$ cat config.mk
export PLATFORM = sky130hd
export DESIGN_NAME = fetch_stage
export DESIGN_NICKNAME = d
export VERILOG_FILES = /design/src/rtl/fetch_pkg.sv /design/src/rtl/if_id_register.sv /design/src/rtl/fetch_stage.sv
export SDC_FILE = /design/constraint.sdc
export NUM_CORES = 1
export LEC_CHECK = 0
export CAP_MARGIN = 15
export CORE_UTILIZATION = 51
export DETAILED_ROUTE_END_ITERATION = 6
export PLACE_DENSITY = 0.95
export REMOVE_ABC_BUFFERS = 1
export SYNTH_ARGS = -nofsm -noshare
export SYNTH_HDL_FRONTEND = slang
export SYNTH_SLANG_ARGS = --single-unit
$ cat constraint.sdc
create_clock -name clk -period 6.6 [get_ports clk]
set_input_delay 1.32 -clock clk [delete_from_list [all_inputs] [get_ports clk]]
set_output_delay 1.32 -clock clk [all_outputs]
set_load 0.1 [all_outputs]
$ cat src/rtl/fetch_pkg.sv
// =============================================================================
// Module  : fetch_pkg
// Brief   : Shared types and constants for the instruction-fetch stage.
// Rev     : 1.0
// =============================================================================
`default_nettype none

package fetch_pkg;

    typedef enum logic [1:0] {
        BOOT   = 2'd0,
        RUN    = 2'd1,
        HALTED = 2'd2
    } fetch_state_t;

    localparam logic [31:0] INSTR_BYTES = 32'd4;
    localparam logic [31:0] ALIGN_MASK  = 32'hFFFF_FFFC;

    function automatic logic [31:0] align_pc(input logic [31:0] addr);
        return addr & ALIGN_MASK;
    endfunction

endpackage

`default_nettype wire

$ cat src/rtl/if_id_register.sv
// =============================================================================
// Module  : if_id_register
// Brief   : IF/ID pipeline register (instr, pc, pc+4, valid) with flush/load/consume.
// Rev     : 1.0
// =============================================================================
`default_nettype none

module if_id_register
    import fetch_pkg::*;
(
    input  logic        clk,
    input  logic        rst_n,
    input  logic        i_load,
    input  logic        i_flush,
    input  logic        i_consume,
    input  logic [31:0] i_instr,
    input  logic [31:0] i_pc,
    output logic        o_valid,
    output logic [31:0] o_instr,
    output logic [31:0] o_pc,
    output logic [31:0] o_pc_plus4
);

    logic        r_valid;
    logic [31:0] r_instr;
    logic [31:0] r_pc;
    logic [31:0] r_pc_plus4;

    // Flush beats load beats consume; with none of them the entry is held.
    always_ff @(posedge clk or negedge rst_n) begin
        if (!rst_n) begin
            r_valid    <= 1'b0;
            r_instr    <= 32'd0;
            r_pc       <= 32'd0;
            r_pc_plus4 <= 32'd0;
        end else if (i_flush) begin
            r_valid <= 1'b0;
        end else if (i_load) begin
            r_valid    <= 1'b1;
            r_instr    <= i_instr;
            r_pc       <= i_pc;
            r_pc_plus4 <= i_pc + INSTR_BYTES;
        end else if (i_consume) begin
            r_valid <= 1'b0;
        end
    end

    assign o_valid    = r_valid;
    assign o_instr    = r_instr;
    assign o_pc       = r_pc;
    assign o_pc_plus4 = r_pc_plus4;

endmodule

`default_nettype wire

$ cat src/rtl/fetch_stage.sv
// =============================================================================
// Module  : fetch_stage
// Brief   : PC register, fetch FSM and IF/ID feed; optional FETCH_MISALIGN_TRAP_EN.
// Rev     : 1.0
// =============================================================================
`default_nettype none

module fetch_stage
    import fetch_pkg::*;
#(
    parameter logic [31:0] RESET_PC  = 32'h0000_0000,
    parameter logic [31:0] HALT_WORD = 32'h0000_0000,
    parameter int unsigned CNT_W     = 32
) (
    input  logic             clk,
    input  logic             rst_n,
    input  logic             redirect_valid,
    input  logic [31:0]      redirect_target,
    output logic [31:0]      imem_pc,
    input  logic [31:0]      imem_instr,
    output logic             id_valid,
    input  logic             id_ready,
    output logic [31:0]      id_instr,
    output logic [31:0]      id_pc,
    output logic [31:0]      id_pc_plus4,
    output logic             halted,
    output logic [CNT_W-1:0] fetch_count
`ifdef FETCH_MISALIGN_TRAP_EN
    ,
    output logic             misalign_trap
`endif
);

    fetch_state_t     r_state;
    fetch_state_t     w_state_nxt;
    logic [31:0]      r_pc;
    logic [31:0]      w_pc_nxt;
    logic [CNT_W-1:0] r_count;

    logic w_redir;
    logic w_redir_bad;
    logic w_load;
    logic w_consume;
    logic w_halt_hit;

`ifdef FETCH_MISALIGN_TRAP_EN
    logic r_trap;

    // Once trapped, the stage stays halted until reset.
    assign w_redir     = redirect_valid && (r_state != BOOT) && !r_trap;
    assign w_redir_bad = w_redir && (redirect_target[1:0] != 2'b00);

    always_ff @(posedge clk or negedge rst_n) begin
        if (!rst_n) begin
            r_trap <= 1'b0;
        end else if (w_redir_bad) begin
            r_trap <= 1'b1;
        end
    end

    assign misalign_trap = r_trap;
`else
    assign w_redir     = redirect_valid && (r_state != BOOT);
    assign w_redir_bad = 1'b0;
`endif

    assign w_load     = (r_state == RUN) && (!id_valid || id_ready) && !redirect_valid;
    assign w_consume  = id_valid && id_ready;
    assign w_halt_hit = w_load && (imem_instr == HALT_WORD);

    always_comb begin
        w_state_nxt = r_state;
        w_pc_nxt    = r_pc;
        case (r_state)
            BOOT:    w_state_nxt = RUN;
            RUN:     if (w_halt_hit) w_state_nxt = HALTED;
            HALTED:  w_state_nxt = HALTED;
            default: w_state_nxt = BOOT;
        endcase
        // A halt word is delivered but the PC stays parked on it.
        if (w_load && !w_halt_hit) begin
            w_pc_nxt = r_pc + INSTR_BYTES;
        end
        if (w_redir) begin
            if (w_redir_bad) begin
                w_state_nxt = HALTED;
            end else begin
                w_state_nxt = RUN;
                w_pc_nxt    = align_pc(redirect_target);
            end
        end
    end

    always_ff @(posedge clk or negedge rst_n) begin
        if (!rst_n) begin
            r_state <= BOOT;
            r_pc    <= RESET_PC;
            r_count <= '0;
        end else begin
            r_state <= w_state_nxt;
            r_pc    <= w_pc_nxt;
            if (w_load) begin
                r_count <= r_count + CNT_W'(1);
            end
        end
    end

    if_id_register u_if_id (
        .clk        (clk),
        .rst_n      (rst_n),
        .i_load     (w_load),
        .i_flush    (w_redir),
        .i_consume  (w_consume),
        .i_instr    (imem_instr),
        .i_pc       (r_pc),
        .o_valid    (id_valid),
        .o_instr    (id_instr),
        .o_pc       (id_pc),
        .o_pc_plus4 (id_pc_plus4)
    );

    assign imem_pc     = r_pc;
    assign halted      = (r_state == HALTED);
    assign fetch_count = r_count;

endmodule

`default_nettype wire

# Word level (Yosys, flattened, before mapping)
# Index checks and enable logic that the tools add are counted.
# word_totals
ff_bits	163
latch_bits	0
mem_bits_rw	0
input_bits	68
word_cells	37
mem_bits_ro	0
n_memories	0
out_inout_bits	162
# classes
addsub	2
muxes	8
bitwise_logic	1
n_reduce_logical	16
magnitude_cmp	0
shift	0
mul	0
n_div	0
n_eq_ne	3
# ops
op	count
two-way mux 32 bit	2
adder 32 x 1 -> 32 bit, second input constant	1
adder 32 x 3 -> 32 bit, second input constant	1
zero test 32 bit	1
logical AND 1 bit	6
case mux 2 bit (3 select lines)	1
two-way mux 2 bit	2
nonzero test 2 bit	2
zero test 1 bit	3
two-way mux 1 bit	3
!= test 3 x 2 -> 1 bit, second input constant	1
nonzero test 3 bit	1
equality test 2 x 1 -> 1 bit, second input constant	1
equality test 2 bit, second input constant	1
zero test 2 bit	1
AND reduction 2 bit	1
logical OR 1 bit	1
inverter 1 bit	1

# Longest topological paths before layout
# Gate-level depths: netlist of run 1.
# depth
depth_word	9
ltp_mapped	10
ltp_nobuf	7

# By module
# From an unflattened synthesis of run 1, not the netlist that was laid out.
# unflattened
hier_cells	817
hier_area_um2	7588.5
# modules_own_cells
mod	cells_per_inst	area_each_um2	n_inst
if_id_register	466	4142.7	1
fetch_stage	351	3445.8	1

# Least setup slack after synthesis of run 1
# Ideal clock, no wire load.
# synth_path
path_type	input-to-reg
from	input redirect_valid
to	register r_count[16], in the netlist fetch_count[16]
t_arrival_ps	2766
cell_stages	6
path_slack_ps	3675
path_cell_list	nand2b_1 > or2_2 > clkbuf_1 > nor4_1 > nand4_1 > xnor2_1
# synth_via
elab_chain_cells	2
# synth_lines
element	line	source
start, declared	fetch_stage.sv:17	input logic redirect_valid,
zero test 1 bit	fetch_stage.sv:67	assign w_load = (r_state == RUN) && (!id_valid || id_ready) && !redirect_valid;
logical AND 1 bit	fetch_stage.sv:67	
end signal, assigned	fetch_stage.sv:103	r_count <= r_count + CNT_W'(1);
end, declared	fetch_stage.sv:38	logic [CNT_W-1:0] r_count;
# No other way between the ends.
# A chain may end at the register's enable or synchronous reset.

# Worst setup path in the final report of run 1
# layout_path
from	input id_ready
to	register r_state[0]
# layout_via
elab_chain_cells	5
# layout_lines
element	line	source
start, declared	fetch_stage.sv:22	input logic id_ready,
logical OR 1 bit	fetch_stage.sv:67	
logical AND 1 bit (2 in a row)	fetch_stage.sv:67	
logical AND 1 bit	fetch_stage.sv:69	assign w_halt_hit = w_load && (imem_instr == HALT_WORD);
!= test 3 x 2 -> 1 bit (no line)	--	
end signal, assigned	fetch_stage.sv:100	r_state <= w_state_nxt;
end, declared	fetch_stage.sv:34	fetch_state_t r_state;
# No other way between the ends.

==> results of run 1 <==
worst reg2reg max path, delay by kind of cell (launching register included):
| family | cells | cell delay, ns |
|---|---|---|
| simple gates | 3 | 1.26 |
| buf+inv | 1 | 0.72 |
| compound gates | 2 | 0.37 |
| flops | 1 | 0.34 |
path summary, 6_finish.rpt:
path | from | end | slack, ns | depth (start not counted)
max in group asynchronous | rst_n | u_if_id.o_pc_plus4[14]$_DFFE_PN0P_ | 4.22 | 2
min in group asynchronous | rst_n | fetch_count[14]$_DFFE_PN0P_ | 0.94 | 1
worst max-delay path | id_ready | r_state[0]$_DFFE_PN0P_ | 2.75 | 7
worst min register to register | u_if_id.o_instr[21]$_DFFE_PN0P_ | u_if_id.o_instr[21]$_DFFE_PN0P_ | 0.47 | 2
worst min-delay path | u_if_id.o_instr[21]$_DFFE_PN0P_ | u_if_id.o_instr[21]$_DFFE_PN0P_ | 0.47 | 2
worst max register to register | u_if_id.o_valid$_DFFE_PN0P_ | r_state[0]$_DFFE_PN0P_ | 3.73 | 6
through the flow:
stage | setup slack [ns] | utilization, %
5_1_grt | 2.51 | 73.3
2_1_floorplan | 1.18 | -
4_1_cts | 2.78 | 73.3
3_3_place_gp | 2.41 | 68.9
6_report | 2.75 | 73.3
3_5_place_dp | 2.37 | 68.9
state kept, by name (all words and copies together) (netlist names):
register and flops:
fetch_count 32, imem_pc 30, r_state 2, u_if_id.o_instr 32
u_if_id.o_pc 30, u_if_id.o_pc_plus4 30, u_if_id.o_valid 1
metal layers:
metal  track usage, %  vias to the layer above  share of wire, %
li1                 -                     3018                 -
met4             12.0                        0               2.2
met5                0                        -                 0
met1             34.9                     3183                40
met3             7.49                       41               7.5
met2             48.2                      289                50
kinds of logic after synthesis:
kind of cell | after synthesis | share of synthesized area, %
AND/OR/NAND/NOR | 388 | 24.7
multiplexers | 14 | 2.00
adder cells (fa/ha/maj) | 5 | 0.854
flip-flops | 157 | 53.6
other | 1 | 0.0512
buffers and inverters | 69 | 4.18
AO/OA/AOI/OAI | 85 | 7.56
XOR/XNOR | 59 | 7.05
Yosys cell counts (all sizes together) (3+ instances only):
cell | n | area [µm²]
xnor2 | 47 | 412
inv | 14 | 52.6
a21oi | 7 | 35.0
nor4 | 19 | 161
clkbuf | 34 | 130
a211oi | 4 | 35.0
mux2i | 9 | 90.1
and3 | 9 | 56.3
nand4 | 14 | 87.6
nor3 | 35 | 185
o221a | 7 | 78.8
o21ai | 41 | 205
buf | 21 | 124
o22ai | 8 | 50.1
nand2 | 228 | 856
nand3 | 35 | 205
xor2 | 12 | 105
dfrtp | 157 | 3930
nor2 | 29 | 109
and4 | 5 | 43.8
mux2 | 5 | 56.3
a31o | 4 | 35.0
nand2b | 3 | 18.8
ha | 5 | 62.6
layout make-up:
class                      instances  area [µm²]
sequential                       157        3930
timing repair buffer             227        2260
inverter                          14        52.6
clock buffer                      22         474
multi-input combinational        557        3140
fill                             966        3720
clock inverter                    10         138
tap                              180         225
==> results.json, run 1 <==
{
  "status": "finished clean",
  "clock_path_buffers": 2,
  "design_area_um2": 10200,
  "slew_headroom_pct": 30.7,
  "critical_path_arrival_ns": 4.09,
  "required_ns": 6.84,
  "drive_gt1_share_pct": 7.19,
  "synth_edf_count": 0,
  "portBuffers": 221,
  "vias": 6531,
  "numCtsBuffers": 17,
  "antenna_left": 0,
  "yosys_warnings": 0,
  "drv_slew": 0,
  "netlist_area_um2": 7330,
  "drcViolationCount": 0,
  "path_cells": "clkdlybuf4s50_1, nor2b_1, or2_4, buf_4, o31ai_1, nand2_1, o211ai_1",
  "crit_type": "primary input to flop",
  "post-cts-setup-buffer-count": 0,
  "hpwl_um": 13500,
  "cts_repair_resize_count": 0,
  "initial_utilization_pct": 52.6,
  "gp_congestion": 0.812,
  "post_drt_wl_per_cell_um": 17.4,
  "drtIter0Drc": 477,
  "startpoint_type": "primary input",
  "area_growth_pct": 39.4,
  "cp_max_fo": 75,
  "antenna_found_initial": 0,
  "nets": 1047,
  "grt_pass1_vias": 6520,
  "synth.avg_cell_area_um2": 9.42,
  "ys_seq_area_share_pct": 53.6,
  "fp.dieW_um": 122,
  "timing.final.crit_share_pct": 58.3,
  "setup_viol": 0,
  "synth-main-ff-cell": "dfrtp_1",
  "clk_latency_ns": 0.42,
  "min_period_ns": 3.85,
  "cpLargestDelayFamily": "simple AND/OR/NAND/NOR gates",
  "rsz0062_at_grt": "no",
  "cp-end-kind": "flop",
  "final_cell_mix": "nand2_1, clkdlybuf4s50_1, dfrtp_1, xnor2_1, o21ai_0",
  "synth_cell_types": 52,
  "cp.buffers_inverters": 2,
  "fin_skew_ns": 0.00708,
  "crit_slowest_cell": "or2_4",
  "ctsHoldBuffers": 0,
  "worst_slew_pin_slew_ns": 1.04,
  "placed_area_um2": 9600,
  "die_area_um2": 14900,
  "htreeDepth": 4,
  "firstDrtPassIters": 5,
  "clk_pin_slew_worst_paths_ns": 0.06,
  "layout_commonest_cell": "nand2_1",
  "finalSetupTns_ns": 0,
  "synth-seq-cells": 157,
  "place_inst": 1135,
  "cap_viol_max_count": 0,
  "cts_sinks": 157,
  "fmax_mhz": 260,
  "viasPerCell": 5.60,
  "hold_class": "flop to flop",
  "ios": 230,
  "final_cells": 1167,
  "root_buffer": "clkbuf_16",
  "cts_tree": "yes",
  "diodes": 0,
  "wirelength_um": 20300,
  "std_cell_rows": 43,
  "hold_violations": 0,
  "die_y_um": 122,
  "synth_cells": 778,
  "overflow": 0,
  "grt_max_degree": 90,
  "slowest_delay_ns": 0.71,
  "synthArstFlopShare_pct": 100,
  "whs_ns": 0.472,
  "core-area_um2": 13900,
  "grt_pass1_wl_um": 32900,
  "grtUsageTotal_pct": 28.7
}
Power of run 1 is not shown: default switching activity piles up to over one toggle a cycle in this logic, so the estimate is an artifact.
==> inputs of run 2 (changes only) <==
- CORE_UTILIZATION: 51 -> 42
- PLACE_DENSITY: 0.95 -> 0.87
- clock period: 6.6 -> 3.15 ns (I/O delays scaled with it)
==> run 2 against run 1 <==
First-iteration DRC count is 29% lower. Critical path depth unchanged. Worst setup slack worse by 2.0 ns. Wire length down 3.3%. Final area decreased by 1.4%. Sequential share of layout area increased by 0.56 points. Die area up 21%. Clock skew rose by 0.00092 ns. Clock-buffer cell count is 2 lower. Via count is 3.5% lower.
==> results.json, run 2 (synthesis gave the netlist of run 1 again) <==
{
  "cts_sinks": 157,
  "cp_max_fo": 36,
  "grt_max_degree": 103,
  "drv_slew": 0,
  "fin_skew_ns": 0.00801,
  "finish.utilization_pct": 59.9,
  "area_growth_pct": 37.4,
  "setup_viol": 0,
  "cap_viol_max_count": 0,
  "cts_tree": "yes",
  "timing.final.crit_share_pct": 77.6,
  "critical_path_arrival_ns": 2.75,
  "cts_repair_resize_count": 0,
  "antenna_left": 0,
  "grtUsageTotal_pct": 22.9,
  "drcViolationCount": 0,
  "hpwl_um": 13800,
  "antenna_found_initial": 1,
  "gp_congestion": 0.784,
  "post-cts-setup-buffer-count": 0,
  "crit_type": "primary input to flop",
  "clk_latency_ns": 0.42,
  "wirelength_um": 19700,
  "worst_slew_pin_slew_ns": 0.879,
  "grt_pass1_wl_um": 32200,
  "post_drt_wl_per_cell_um": 16.2,
  "numCtsBuffers": 17,
  "ctsHoldBuffers": 0,
  "cp-end-kind": "flop",
  "portBuffers": 221,
  "final_cell_mix": "nand2_1, buf_4, dfrtp_1, clkdlybuf4s50_1, xnor2_1",
  "status": "finished clean",
  "core-area_um2": 16800,
  "grt_pass1_vias": 6281,
  "die_y_um": 134,
  "firstDrtPassIters": 5,
  "rsz0062_at_grt": "no",
  "required_ns": 3.45,
  "vias": 6302,
  "drive_gt1_share_pct": 23.9,
  "overflow": 0,
  "fp.dieW_um": 134,
  "hold_violations": 0,
  "fill_cells": 1424,
  "viasPerCell": 5.17,
  "clk_pin_slew_worst_paths_ns": 0.06,
  "nets": 1058,
  "min_period_ns": 2.44,
  "root_buffer": "clkbuf_16",
  "drtIter0Drc": 337,
  "design_area_um2": 10100,
  "startpoint_type": "primary input",
  "clock_path_buffers": 2,
  "fmax_mhz": 409,
  "std_cell_rows": 47,
  "die_area_um2": 18000,
  "finalSetupTns_ns": 0,
  "slew_headroom_pct": 40.9,
  "layout_commonest_cell": "nand2_1",
  "initial_utilization_pct": 43.6,
  "htreeDepth": 4,
  "hold_class": "primary input to async pin",
  "ios": 230,
  "placed_area_um2": 9400
}
## run 2: cell count changes in the layout (fill, tap and decap cells not counted), sizes merged
cell,delta
clkbuf,-2
diode,+1
bufinv,+3
buf,+167
clkinvlp,-3
clkdlybuf4s50,-156
clkinv,+1
## run 2: layout make-up
type / instances / area (µm²) / area share, %
well taps: 220 / 275 / 2.73
flip-flops and latches: 157 / 3930 / 39.0
diodes: 1 / 2.50 / 0.0249
inverters: 14 / 52.6 / 0.522
clock inverters: 11 / 214 / 2.13
repair buffers: 238 / 2000 / 19.9
multi-input cells: 557 / 3140 / 31.2
clock buffers: 20 / 457 / 4.54
## run 2: path summary, 6_finish.rpt
path / startpoint / to / slack (ns) / cells after the start
setup / recovery: imem_instr[26] / imem_pc[23]$_DFFE_PN0P_ / 0.71 / 7
hold / removal: rst_n / fetch_count[14]$_DFFE_PN0P_ / 0.26 / 2
setup reg to reg: imem_pc[2]$_DFFE_PN0P_ / imem_pc[24]$_DFFE_PN0P_ / 0.78 / 6
hold reg to reg: u_if_id.o_instr[11]$_DFFE_PN0P_ / u_if_id.o_instr[11]$_DFFE_PN0P_ / 0.47 / 2
max in group asynchronous: rst_n / u_if_id.o_pc[12]$_DFFE_PN0P_ / 2.30 / 2
min in group clk: u_if_id.o_instr[11]$_DFFE_PN0P_ / u_if_id.o_instr[11]$_DFFE_PN0P_ / 0.47 / 2
## run 2: critical path: stages
cell             delay [ns]
clkdlybuf4s50_1        0.43
nor4_1                 0.46
nand4_1                0.23
o21a_1                 0.26
buf_12                 0.18
mux2_2                 0.29
o221a_2                0.25
## run 2: through the flow
step | instances | setup WS, ns | hold slack, ns
3_5_place_dp | 1186 | 0.262 | 0.464
6_report | 1218 | 0.706 | 0.256
3_3_place_gp | 1186 | 0.277 | 0.458
4_1_cts | 1217 | 0.693 | 0.283
2_1_floorplan | 728 | -1.85 | 0.334
5_1_grt | 1217 | 0.586 | 0.300
## run 2: metal layers
metal | global-route usage, % | share of wire, % | vias to the layer above
met1 | 29.5 | 43 | 3048
met4 | 7.05 | 1.5 | 0
met5 | 0 | 0 | -
li1 | - | - | 3039
met3 | 5.56 | 6.8 | 24
met2 | 38.0 | 49 | 191
Power of run 2 is left out for the same reason.
